<file path="src/rtl/cacheline_adapter.sv">
// Cache line adapter: turns one 256-bit line read/write into a 4-beat
// 64-bit burst toward physical memory and pulses resp_o when finished.
// Ports:
//   clk, rst            clock, asynchronous active-low reset
//   line_i / line_o     write-back line in, assembled fill line out
//   address_i, read_i,
//   write_i, resp_o     cache-side request and completion pulse
//   burst_i / burst_o   read beat in, write beat out
//   address_o, read_o,
//   write_o, resp_i     memory-side burst request and beat ack
module cacheline_adapter #(
   parameter int s_line    = 256,
   parameter int s_burst   = 64,
   parameter int burst_len = 4
) (
   input  logic                 clk,
   input  logic                 rst,
   input  logic [s_line-1:0]    line_i,
   output logic [s_line-1:0]    line_o,
   input  logic [31:0]          address_i,
   input  logic                 read_i,
   input  logic                 write_i,
   output logic                 resp_o,
   input  logic [s_burst-1:0]   burst_i,
   output logic [s_burst-1:0]   burst_o,
   output logic [31:0]          address_o,
   output logic                 read_o,
   output logic                 write_o,
   input  logic                 resp_i
);

   localparam int CNT_W = $clog2(burst_len);
   // byte-offset bits inside one line; forced to zero on the burst address
   localparam int OFS_W = $clog2(s_line / 8);

   typedef enum logic [1:0] {
      IDLE,
      RD_BURST,
      WR_BURST,
      DONE
   } state_e;

   state_e              state_q, state_d;
   logic [CNT_W-1:0]    cnt_q, cnt_d;
   logic [31:0]         addr_q, addr_d;
   logic [s_line-1:0]   buf_q, buf_d;

   logic                last_beat;

   assign last_beat = resp_i && (cnt_q == CNT_W'(burst_len - 1));

   // state register
   always_ff @(posedge clk or negedge rst) begin
      if (!rst) begin
         state_q <= IDLE;
      end else begin
         state_q <= state_d;
      end
   end

   // next-state logic; read wins when both requests are raised
   always_comb begin
      state_d = state_q;
      unique case (state_q)
         IDLE: begin
            if (read_i) begin
               state_d = RD_BURST;
            end else if (write_i) begin
               state_d = WR_BURST;
            end
         end
         RD_BURST: begin
            if (last_beat) state_d = DONE;
         end
         WR_BURST: begin
            if (last_beat) state_d = DONE;
         end
         DONE: state_d = IDLE;
         default: state_d = IDLE;
      endcase
   end

   // datapath registers
   always_ff @(posedge clk or negedge rst) begin
      if (!rst) begin
         cnt_q  <= '0;
         addr_q <= '0;
         buf_q  <= '0;
      end else begin
         cnt_q  <= cnt_d;
         addr_q <= addr_d;
         buf_q  <= buf_d;
      end
   end

   // all request data is captured in IDLE; later changes are ignored
   always_comb begin
      cnt_d  = cnt_q;
      addr_d = addr_q;
      buf_d  = buf_q;
      unique case (state_q)
         IDLE: begin
            if (read_i || write_i) begin
               addr_d = {address_i[31:OFS_W], OFS_W'(0)};
               cnt_d  = '0;
            end
            if (!read_i && write_i) begin
               buf_d = line_i;
            end
         end
         RD_BURST: begin
            if (resp_i) begin
               buf_d[int'(cnt_q)*s_burst +: s_burst] = burst_i;
               cnt_d = cnt_q + 1'b1;
            end
         end
         WR_BURST: begin
            if (resp_i) cnt_d = cnt_q + 1'b1;
         end
         default: ;
      endcase
   end

   // outputs
   always_comb begin
      read_o    = 1'b0;
      write_o   = 1'b0;
      resp_o    = 1'b0;
      address_o = '0;
      burst_o   = '0;
      unique case (state_q)
         RD_BURST: begin
            read_o    = 1'b1;
            address_o = addr_q;
         end
         WR_BURST: begin
            write_o   = 1'b1;
            address_o = addr_q;
            burst_o   = buf_q[int'(cnt_q)*s_burst +: s_burst];
         end
         DONE: resp_o = 1'b1;
         default: ;
      endcase
   end

   assign line_o = buf_q;

endmodule

</file>
<file path="config.mk">
export PLATFORM = sky130hd
export DESIGN_NAME = cacheline_adapter
export DESIGN_NICKNAME = d
export VERILOG_FILES = /design/src/rtl/cacheline_adapter.sv
export SDC_FILE = /design/constraint.sdc
export NUM_CORES = 1
export LEC_CHECK = 0
export CELL_PAD_IN_SITES_DETAIL_PLACEMENT = 1
export CELL_PAD_IN_SITES_GLOBAL_PLACEMENT = 1
export CORE_AREA = 2 2 278 280
export DETAILED_ROUTE_END_ITERATION = 8
export DIE_AREA = 0 0 280 282
export PLACE_DENSITY = 0.54
export SYNTH_ARGS = -nofsm -noshare
export SYNTH_HDL_FRONTEND = slang
export SYNTH_SLANG_ARGS = --single-unit
</file>
<file path="constraint.sdc">
create_clock -name clk -period 3.06 [get_ports clk]
set_input_delay 0.306 -clock clk [delete_from_list [all_inputs] [get_ports clk]]
set_output_delay 0.306 -clock clk [all_outputs]
set_load 0.01 [all_outputs]
</file>
==> metrics.txt <==
status=complete, no violations; initial antenna violation count=14; Final period util=0.968; Pwr per Cell Area=1160 nW/µm²; FF-to-FF End=line_o[201]$_DFFE_PN0P_; Clock Root Buffer=clkbuf_16; Worst Path Arrival=2660 ps; CP Capture Type=output port; crit path kind=reg2out; Max-cap violations=0; first-pass GRT wire length=125000 µm; r2r setup slk=130 ps; TritonCTS Buffers=41; Clock Skew=17.9 ps; final setup vio count=0; register area share after synthesis=0.424; core area=75700 µm²; Die Wd=280 µm; CTS tree=yes; vias per cell=5.16; fmax=338 MHz; RSZ-0062 raised after global routing=no; worst path cell trace=inv_1 -> ha_2 -> buf_4 -> and2_1 -> clkdlybuf4s50_1; vias post-DR=15300; clock latency on the worst-skew pair=550 ps; Req. time, crit path=2750 ps; clock sinks=287; drt total wl=89000 µm; IO Port Bufs=701; reg2reg start=cnt_q[0]$_DFFE_PN0P_; synth-to-layout area growth=57.5%; all-layer global routing usage=0.215; DRT Pass-1 Iters=5; layout cell share with drive strength beyond 1=0.217; drt wl/cell=30.0 µm; Compound-Gate Fraction of Synth Area=0.153; Vert. Die Dim=282 µm; Routed Antenna Nets=0; CP Launch Type=flip-flop; Peak VDD IR=627 µV; total negative setup slack=0 ps; final-report max-slew violation count=0; Hold WS=334 ps; die area=79000 µm²; total power=0.0310 W; Final min period=2960 ps; number of global-route vias before repair=16800; worst relative slew slack=0.329; adder-cell area share of the yosys netlist=0.00813; H-tree depth=2; Initial Util=0.224; Synth Area in XOR/XNOR=0; delay of the slowest critical-path stage=600 ps; Critical Path Fanout Max=33; main combinational cell family by area after synthesis=multiplexers; Ys Warns=0; synthesized instance count=1318; synthesized flop and latch total=287; Worst-Margin Slew=1010 ps; GRT overflow=0; Synth cell types=29; Worst-path clk slew=60 ps; final-layout fill cell count=8057; Post-Synth Simple-Gate Area=0.0964; Nets=2325; Hold Crit Class=in2async; area of the mapped netlist=16900 µm²; First DRT Iteration DRCs=732; Syn Area/Cell=12.8 µm²; io pins=712; GPL Wtd Cong=0.789; DP HPWL=59500 µm; cells on worst reg2reg path=6; largest net degree at the start of global routing=72; maximum root-to-sink buffer count=3; mux cell area share after synthesis=0.276; CP max stage cell=clkdlybuf4s50_1; DRC viols=0; leakage power=10.5 nW; row count=101; Final Hold Fails=0
worst max-delay path, delay by kind of cell (launching register included):
family / cells / cell delay [ps]
adder cells (fa/ha/maj): 1 / 230
buffers and inverters: 3 / 1190
flip-flops: 1 / 420
AND/OR/NAND/NOR: 1 / 200
how the worst max path moves through the flow:
stage                     slack, ps                       to                   start  cells after the start
after floorplan                 390  line_o[100]$_DFFE_PN0P_    cnt_q[1]$_DFFE_PN0P_                      9
after global placement          300   line_o[82]$_DFFE_PN0P_    cnt_q[0]$_DFFE_PN0P_                      6
after detailed placement        260  line_o[201]$_DFFE_PN0P_    cnt_q[0]$_DFFE_PN0P_                      6
after CTS                       -70               burst_o[3]    cnt_q[0]$_DFFE_PN0P_                      4
after global routing              3              burst_o[23]  state_q[0]$_DFFE_PN0P_                      5
final                           100              burst_o[23]  state_q[0]$_DFFE_PN0P_                      5
metal layers:
layer	global-route usage	share of wire	vias to the layer above
met5	0	0.0010	-
met2	0.376	0.50	572
met4	0.0638	0.025	14
met1	0.257	0.40	8127
met3	0.0585	0.070	132
li1	-	-	6494
through the flow:
step | instances | setup slack, ps | util | cell area (µm²)
after floorplan | 1322 | 392 | - | 17000
after global placement | 2883 | 305 | 0.332 | 25200
after detailed placement | 2883 | 264 | 0.332 | 25200
after CTS | 2954 | -68.8 | 0.350 | 26500
after global routing | 2968 | 2.61 | 0.352 | 26700
final | 2970 | 98.6 | 0.352 | 26700
cell usage in the layout, fill, tap and decap left out, types with 2 or more instances in the layout:
master,Yosys,routed
nand4b_1,64,64
inv_1,6,5
nand2_1,8,8
buf_4,6,27
clkinvlp_4,0,2
clkbuf_8,0,15
a41o_1,64,64
mux4_2,64,64
conb_1,1,5
buf_16,0,2
diode_2,0,8
and2_1,92,91
a32o_1,128,128
ha_1,11,6
nor2b_1,67,64
o2bb2ai_1,64,64
dfrtp_1,287,285
mux2_1,52,52
dfrtp_4,0,2
buf_6,0,2
a22oi_4,4,4
mux2i_1,5,5
nor2b_4,0,3
buf_12,0,16
clkinv_2,0,3
dlygate4sd2_1,0,19
clkbuf_1,102,7
ha_4,0,4
mux2_2,231,231
clkbuf_16,0,45
clkdlybuf4s50_1,0,681
bufinv_16,0,2
what timing repair did:
action / in CTS / in global routing
endpoints found under the hold margin: 65 / 0
pin swaps: 0 / 0
hold buffers: 1 / 0
gates cloned: 0 / 4
setup endpoints to repair: 75 / 39
gates resized for setup: 23 / 2
buffers inserted: 0 / 4
synth_stat cells:
master | number | area (µm²)
clkbuf_1 | 102 | 383
mux2i_1 | 5 | 50.1
a32o_1 | 128 | 1280
inv_1 | 6 | 22.5
conb_1 | 1 | 3.75
nand2b_1 | 1 | 6.26
a22oi_1 | 1 | 7.51
and2_1 | 92 | 576
nand3b_4 | 1 | 20.0
ha_1 | 11 | 138
o21ai_1 | 1 | 5.00
o2bb2ai_1 | 64 | 561
mux2_1 | 52 | 586
nor2_1 | 1 | 3.75
nor2b_1 | 67 | 419
nand2b_2 | 1 | 8.76
a22oi_4 | 4 | 85.1
dfrtp_1 | 287 | 7180
buf_4 | 6 | 45.0
a41o_1 | 64 | 641
mux4_2 | 64 | 1440
mux2_2 | 231 | 2600
o21ai_0 | 1 | 5.00
a221oi_1 | 1 | 8.76
buf_1 | 7 | 26.3
and3b_1 | 1 | 8.76
nand4b_1 | 64 | 561
buf_2 | 46 | 230
nand2_1 | 8 | 30.0
where the power goes:
| group | internal, W | switching [W] | total, W | leakage [nW] |
|---|---|---|---|---|
| Combinational | 0.00969 | 0.00893 | 0.0186 | 6.36 |
| Clock | 0.00298 | 0.00191 | 0.00489 | 0.662 |
| Sequential | 0.00575 | 0.00170 | 0.00745 | 3.50 |
final cells by class:
class                           instances  area [µm²]  share of cell area
Sequential cell                       287        7190               0.270
Multi-Input combinational cell        868        9150               0.343
Tap cell                              978        1220              0.0459
Clock inverter                          7        90.1             0.00338
Clock buffer                           63        1260              0.0472
Inverter                                6        27.5             0.00103
Antenna cell                            8        20.0            0.000751
Timing Repair Buffer                  753        7710               0.289
logic make-up (layout without fill, tap and decap cells):
family	after synthesis	after routing
AOI/OAI and AO/OA	264	264
adders and majority gates	11	11
buffers and inverters	167	829
DFF	287	287
muxes	352	352
other	1	13
and+or+nand+nor	236	236
flip-flops by register name, summed over array words and instances (netlist names):
signal / flops
addr_q: 27
cnt_q: 2
line_o: 256
state_q: 2
No activity file was read; power rests on OpenSTA's default activity.
